$ cat config.mk
export PLATFORM = sky130hd
export DESIGN_NAME = mem_line_seq
export DESIGN_NICKNAME = d
export VERILOG_FILES = /design/src/rtl/mem_line_seq.sv
export SDC_FILE = /design/constraint.sdc
export NUM_CORES = 1
export LEC_CHECK = 0
export CELL_PAD_IN_SITES_DETAIL_PLACEMENT = 1
export CELL_PAD_IN_SITES_GLOBAL_PLACEMENT = 1
export CORE_MARGIN = 8
export CORE_UTILIZATION = 51
export CTS_BUF_LIST = sky130_fd_sc_hd__clkbuf_4
export DETAILED_ROUTE_END_ITERATION = 12
export DONT_BUFFER_PORTS = 1
export PLACE_DENSITY_LB_ADDON = 0.1
export SYNTH_ARGS = -nofsm -noshare
export SYNTH_HDL_FRONTEND = slang
export SYNTH_SLANG_ARGS = --single-unit
$ cat constraint.sdc
create_clock -name clk -period 1.95 [get_ports clk]
set_input_delay 0.195 -clock clk [delete_from_list [all_inputs] [get_ports clk]]
set_output_delay 0.195 -clock clk [all_outputs]
set_load 0.05 [all_outputs]
$ cat src/rtl/mem_line_seq.sv
// Line-transfer sequencer: arbitrates icache/dcache onto one nibble-serial memory port and
// moves a whole line through a local buffer so cache-side strobes stay contiguous.
module mem_line_seq #(
  parameter int unsigned LINE_LENGTH = 4,
  parameter int unsigned PA          = 22,
  parameter int unsigned LB          = $clog2(LINE_LENGTH)
) (
  input  logic             clk,
  input  logic             reset,
  input  logic             d_req,
  input  logic             d_push,
  input  logic [PA-LB-1:0] d_tag,
  input  logic [3:0]       d_dwrite,
  output logic             d_rstrobe,
  output logic             d_wstrobe,
  input  logic             i_req,
  input  logic [PA-LB-1:0] i_tag,
  output logic             i_wstrobe,
  output logic [3:0]       dread,
  output logic             m_start,
  output logic             m_write,
  output logic [PA-LB-1:0] m_addr,
  output logic [3:0]       m_wdata,
  input  logic [3:0]       m_rdata,
  input  logic             m_rdy,
  output logic             busy
);

  localparam int unsigned NIB = 2 * LINE_LENGTH;
  localparam int unsigned KW  = $clog2(NIB);
  localparam logic [KW-1:0] KLast = KW'(NIB - 1);

  typedef enum logic [2:0] {
    StIdle,
    StCUnload,
    StMCmd,
    StMWdata,
    StMRdata,
    StCLoad,
    StDone
  } state_e;

  state_e           state_q, state_d;
  logic [KW-1:0]    k_q, k_d;
  logic             rr_last_q, rr_last_d;  // 0: dcache granted last, 1: icache
  logic             push_q, push_d;
  logic             gnt_i_q, gnt_i_d;
  logic [PA-LB-1:0] addr_q, addr_d;
  logic [3:0]       line_buf_q [NIB];
  logic             buf_we;
  logic [3:0]       buf_wdata;
  logic             arb_i;
  logic             k_last;

  // On a tie the requester that was not served last wins.
  assign arb_i  = i_req && (!d_req || !rr_last_q);
  assign k_last = (k_q == KLast);

  always_comb begin
    state_d   = state_q;
    k_d       = k_q;
    rr_last_d = rr_last_q;
    push_d    = push_q;
    gnt_i_d   = gnt_i_q;
    addr_d    = addr_q;
    buf_we    = 1'b0;
    buf_wdata = d_dwrite;
    unique case (state_q)
      StIdle: begin
        if (d_req || i_req) begin
          rr_last_d = arb_i;
          gnt_i_d   = arb_i;
          push_d    = !arb_i && d_push;
          addr_d    = arb_i ? i_tag : d_tag;
          k_d       = '0;
          state_d   = (!arb_i && d_push) ? StCUnload : StMCmd;
        end
      end
      StCUnload: begin
        buf_we = 1'b1;
        if (k_last) begin
          k_d     = '0;
          state_d = StMCmd;
        end else begin
          k_d = k_q + 1'b1;
        end
      end
      StMCmd: begin
        k_d     = '0;
        state_d = push_q ? StMWdata : StMRdata;
      end
      StMWdata: begin
        if (m_rdy) begin
          if (k_last) begin
            k_d     = '0;
            state_d = StDone;
          end else begin
            k_d = k_q + 1'b1;
          end
        end
      end
      StMRdata: begin
        if (m_rdy) begin
          buf_we    = 1'b1;
          buf_wdata = m_rdata;
          if (k_last) begin
            k_d     = '0;
            state_d = StCLoad;
          end else begin
            k_d = k_q + 1'b1;
          end
        end
      end
      StCLoad: begin
        if (k_last) begin
          k_d     = '0;
          state_d = StDone;
        end else begin
          k_d = k_q + 1'b1;
        end
      end
      StDone: begin
        k_d     = '0;
        state_d = StIdle;
      end
      default: begin
        k_d     = '0;
        state_d = StIdle;
      end
    endcase
  end

  always_ff @(posedge clk or negedge reset) begin
    if (!reset) begin
      state_q   <= StIdle;
      k_q       <= '0;
      rr_last_q <= 1'b0;
      push_q    <= 1'b0;
      gnt_i_q   <= 1'b0;
      addr_q    <= '0;
    end else begin
      state_q   <= state_d;
      k_q       <= k_d;
      rr_last_q <= rr_last_d;
      push_q    <= push_d;
      gnt_i_q   <= gnt_i_d;
      addr_q    <= addr_d;
    end
  end

  always_ff @(posedge clk or negedge reset) begin
    if (!reset) begin
      for (int i = 0; i < NIB; i++) line_buf_q[i] <= '0;
    end else if (buf_we) begin
      line_buf_q[k_q] <= buf_wdata;
    end
  end

  // Outputs decode straight from state so an async reset drops them immediately.
  assign busy      = (state_q != StIdle);
  assign d_rstrobe = (state_q == StCUnload);
  assign d_wstrobe = (state_q == StCLoad) && !gnt_i_q;
  assign i_wstrobe = (state_q == StCLoad) && gnt_i_q;
  assign m_start   = (state_q == StMCmd);
  assign m_write   = (state_q == StMCmd) && push_q;
  assign m_addr    = addr_q;
  assign dread     = (state_q == StCLoad) ? line_buf_q[k_q] : 4'h0;
  assign m_wdata   = (state_q == StMWdata) ? line_buf_q[k_q] : 4'h0;

endmodule

==> results of run 1 <==
-- Yosys cell counts (2+ instances only) --
master    count
mux2_2       37
inv_1         2
a221oi_1      3
dfrtp_1      60
clkbuf_1      7
mux2i_1      27
nand2_1       7
o31ai_1       3
o21ai_0       4
nand3_1       2
nor4_2        3
nor3_1        5
nand2b_1      5
nor3b_1       2
nor4b_2       2
ha_1          2
or4_1         2
mux2_4        4
mux4_2        2
buf_2         9
nand3b_1      3
a21oi_1      26
nor2_1       36
nor2b_1       4
-- logic make-up after synthesis --
logic type      after synthesis  synth area share
mux                          70            0.2506
flops                        60            0.4751
fa+ha+maj                     2          0.007916
buf+inv                      20           0.03088
simple gates                 81            0.1496
compound gates               44           0.08591
-- stage by stage --
stage	instance area (µm²)	setup WS, ns
2_1_floorplan	3176	-0.1549
3_3_place_gp	3563	0.03711
3_5_place_dp	3563	-0.008635
4_1_cts	4252	-0.2575
-- timing repair --
| action | in CTS |
|---|---|
| setup endpoints to repair | 17 |
| endpoints found under the hold margin | 77 |
| buffers inserted | 4 |
| hold buffers | 30 |
| gates resized for setup | 39 |
| pin swaps | 8 |
| cloned | 1 |
==> run_results.csv, run 1 <==
group,metric,value,unit
clocking,cts_buffer_depth,2,
synth,synth_top_area_frac,0.4751,
placement,io_buffers,0,
clocking,cts-htree-levels,3,
synth,yosysWarnings,0,
synth,postSynthCellCount,277,
floorplan,num_rows,28,
clocking,cts_sinks,60,
global_route,grt_max_degree,61,
synth,synthTopCellsByArea,"dfrtp_1 (48%), mux2_2 (13%), mux2i_1 (8.6%), nor2_1 (4.3%), a21oi_1 (4.1%)",
global_route,grt_antenna_before_repair,0,
floorplan,io_pins,88,
synth,ys_types,44,
placement,post-dp-hpwl,6334,µm
floorplan,die_h,94.72,µm
synth,synth-main-ff-cell,"dfrtp_1",
run_status,status,"stopped before the end",
placement,place.gp.congestion,0.8033,
clocking,cts_buffers,9,
synth,ys_seq_area_frac,0.4751,
synth,synth_top_cell_by_area,"dfrtp_1",
synth,synth.cell_area,3161,µm²
run_status,error,"[ERROR DPL-0033] detailed placement checks failed during check placement.",
synth,synth-edff-count,0,
timing,postGrtWorstEndpoint,"m_wdata[0]",
placement,dpl.cell_count,376,
synth,avgSynthCellArea,11.41,µm²
synth,synthArstFlopShare,1.000,
synth,syn_nets,333,
floorplan,initial_utilization,0.5307,
timing,worst_path_end_type,"output port",
floorplan,fp.dieW,94.72,µm
run_status,stop_stage,"global routing",
clocking,cts_root_buf,"clkbuf_4",
synth,ys_ff_latch,60,
==> run 2, diff against run 1 <==
==> config.mk (replaced) <==
export PLATFORM = sky130hd
export DESIGN_NAME = mem_line_seq
export DESIGN_NICKNAME = d
export VERILOG_FILES = /design/src/rtl/mem_line_seq.sv
export SDC_FILE = /design/constraint.sdc
export NUM_CORES = 1
export LEC_CHECK = 0
export CORE_MARGIN = 8
export CORE_UTILIZATION = 40
export DETAILED_ROUTE_END_ITERATION = 12
export DONT_BUFFER_PORTS = 1
export PLACE_DENSITY_LB_ADDON = 0.15
export SYNTH_ARGS = -nofsm -noshare
export SYNTH_HDL_FRONTEND = slang
export SYNTH_SLANG_ARGS = --single-unit
==> run_results.csv, run 2 <==
group,metric,value,unit
run_status,status,"finished, violations left",
run_status,failed_checks,"negative setup slack",
clocking,cts_buffers,9,
synth,ys_types,44,
cells_and_area,final_layout_size_suffix_gt1_frac,0.4193,
timing,clock-skew-final,0.005229,ns
clocking,cts_tree,"done",
synth,synth-edff-count,0,
drt,post_drt_wl_per_cell,18.64,µm
synth,synth_fa_ha_area_frac,0.007918,
floorplan,core,7687,µm²
global_route,grt_first_pass_wirelength,12940,µm
hold_path,hold_class,"primary input to flop",
timing,max_freq,0.4876,GHz
power_and_ir_drop,pwr-share-seq,0.435,
synth,avgSynthCellArea,11.41,µm²
critical_path,end_kind,"primary output",
critical_path,reg2reg_depth,4,
global_route,grt_pass1_vias,2407,
synth,synth_top_cell_by_area,"dfrtp_1",
timing,setup_ws,-0.1007,ns
floorplan,num_rows,32,
timing,hold_viol,0,
synth,synth_mux_area_frac,0.2506,
cells_and_area,regMostFlops,"line_buf_q",
power_and_ir_drop,power_switching,2.953,mW
cells_and_area,layout_common_cells,"dfrtp_1 (56), mux2_2 (37), buf_4 (34), nor2_1 (33)",
synth,synthArstFlopShare,1.000,
synth,postSynthCellCount,277,
critical_path,worstSetupStartpointType,"flop",
cells_and_area,syn_to_final_growth,24.62,%
critical_path,crit_start,"k_q[0]",
timing,tightest_slew,0.5167,ns
synth,synthTopCellsByArea,"dfrtp_1 (48%), mux2_2 (13%), mux2i_1 (8.6%), nor2_1 (4.3%), a21oi_1 (4.1%)",
global_route,track_usage,0.1458,
cells_and_area,final_area,3939,µm²
power_and_ir_drop,clockPowerShare,0.171,
critical_path,path_max_fanout,6,
drt,first_pass_iters,4,
cells_and_area,fillers,707,
synth,synth.cell_area,3161,µm²
power_and_ir_drop,power.total,6.621,mW
global_route,grt_max_degree,61,
synth,synth_top_area_frac,0.4751,
cells_and_area,regArea,1506,µm²
drt,ant_nets,0,
timing,fin_crit,2.051,ns
timing,setup_viol,6,
floorplan,initial_utilization,0.4111,
drt,drt_iter0_markers,87,
cells_and_area,final_common_cell,"dfrtp_1",
critical_path,critPathCapture,"dread[2]",
critical_path,reg2reg_to,"line_buf_q[31]",
synth,synth_top_family_by_area,"multiplexers",
timing,relSlewSlack,0.6555,
clocking,cts.clk_slew.worst_paths,0.06,ns
placement,dpl_cell_area,3540,µm²
floorplan,dieArea,11000,µm²
drt,dr_total_vias,2285,
critical_path,r2r_slack,0.02,ns
timing,fin_crit_sh,1.052,
clocking,cts_sinks,60,
floorplan,fp.dieW,104.9,µm
floorplan,io_pins,88,
power_and_ir_drop,ir_drop,0.0007841,V
drt,finalWirelength,7905,µm
critical_path,worstReg2RegStart,"state_q[2]",
timing,maxSlewViolCount,0,
run,maxCapViolCount,0,
synth,synthTopCellsByCount,"dfrtp_1 (60), mux2_2 (37), nor2_1 (36)",
critical_path,cpPeakStageDelay,0.54,ns
floorplan,die_h,104.9,µm
synth,synth_most_common_cell,"dfrtp_1",
synth,ys_ff_latch,60,
power_and_ir_drop,leakage,1.675,nW
cells_and_area,nets,373,
global_route,gr-total-overflow,0,
synth,syn_nets,333,
placement,place.gp.congestion,0.8458,
clocking,cts-htree-levels,3,
synth,ys_seq_area_frac,0.4751,
critical_path,cp_cell_sequence,"mux4_2 -> a221oi_4 -> nor2_1 -> buf_6",
critical_path,cp_slowest_cell,"mux4_2",
power_and_ir_drop,switching_share,0.4459,
placement,io_buffers,0,
clocking,clk-insertion-delay-late,0.33,ns
placement,post-dp-hpwl,5753,µm
power_and_ir_drop,pwr_density_cell,1681,nW/µm²
synth,synth_compound_area_frac,0.08591,
cells_and_area,multi_input_area,1669,µm²
drt,via_per_inst,5.389,
global_route,grt_antenna_before_repair,0,
synth,synth-xor-area-share,0,
critical_path,crit_arrival,1.86,ns
clocking,cts_buffer_depth,2,
synth,synth-simple-area-share,0.1496,
drt,route.detailed.drc,0,
synth,yosysWarnings,0,
power_and_ir_drop,power_frac_comb,0.394,
power_and_ir_drop,p_int,3.669,mW
synth,synth-main-ff-cell,"dfrtp_1",
clocking,cts_root_buf,"clkbuf_8",
cells_and_area,largest_reg_flops,32,
critical_path,cp.required,1.75,ns
timing,rsz0062_at_grt,"yes",
critical_path,worstSetupPathType,"flop to primary output",
cells_and_area,num_antenna_cells,0,
[run 2: cell counts after synthesis]
No cell type changed its count.
[run 2: layout make-up]
type / instances / area share
multi-input cells: 197 / 0.4238
clock inverters: 4 / 0.01207
repair buffers: 47 / 0.1080
flip-flops and latches: 60 / 0.3825
inverters: 2 / 0.001906
clock buffers: 12 / 0.03939
well taps: 102 / 0.03240
[run 2: cells by family after synthesis]
family / after synthesis
flops: 60
buf+inv: 20
mux: 70
simple gates: 81
compound gates: 44
fa+ha+maj: 2
[run 2: worst max-delay path: cells and delay by family (launching register included)]
family / cells / cell delay [ns]
AOI/OAI and AO/OA: 1 / 0.30
DFF: 1 / 0.43
muxes: 1 / 0.54
buffers and inverters: 1 / 0.16
and+or+nand+nor: 1 / 0.09
[run 2: what timing repair did]
| action | 4_1_cts | 5_1_grt |
|---|---|---|
| gates resized for setup | 23 | 11 |
| hold endpoints to repair | 60 | 0 |
| hold buffers | 2 | 0 |
| endpoints found under the setup margin | 9 | 43 |
| pin swaps | 8 | 4 |
| buffers inserted | 3 | 2 |
[run 2: worst min path at each step]
stage	slack, ns	endpoint	cells after the start	from
floorplan	-0.10	gnt_i_q	0	reset
finish	0.06	push_q	2	d_push
CTS	0.04	push_q	2	d_push
detailed placement	-0.1	line_buf_q[13]	0	reset
global placement	-0.1	line_buf_q[2]	0	reset
global route	0.06	push_q	2	d_push
[run 2: power by group through the flow]
stage / sequential, mW / clock [mW] / combinational [mW]
after floorplan: 2.70 / 0 / 1.86
final: 2.88 / 1.13 / 2.61
after global placement: 2.91 / 0 / 2.30
after detailed placement: 2.91 / 0 / 2.34
after CTS: 2.89 / 1.18 / 2.50
after global routing: 2.95 / 1.23 / 2.85
[run 2: metrics by stage]
step,hold WS [ns],TNS [ns],setup WS (ns),std cells,util
global route,0.06317,-1.214,-0.1848,424,0.5124
detailed placement,-0.09830,0,0.03709,402,0.4604
finish,0.05821,-0.4242,-0.1007,424,0.5124
CTS,0.03503,-0.5869,-0.1062,422,0.5042
floorplan,-0.1006,-0.4012,-0.1549,277,-
global placement,-0.09856,0,0.05606,402,0.4604
[run 2: layer usage]
layer,track usage,wire length (µm),part of all wire,up-vias
met5,0,0,0,-
met4,0.06320,144,0.018,0
met3,0.03624,439,0.056,13
li1,-,-,-,1084
met1,0.1958,3638,0.46,1129
met2,0.2176,3683,0.47,59
Note: power is estimated with default switching activity, not from simulation.
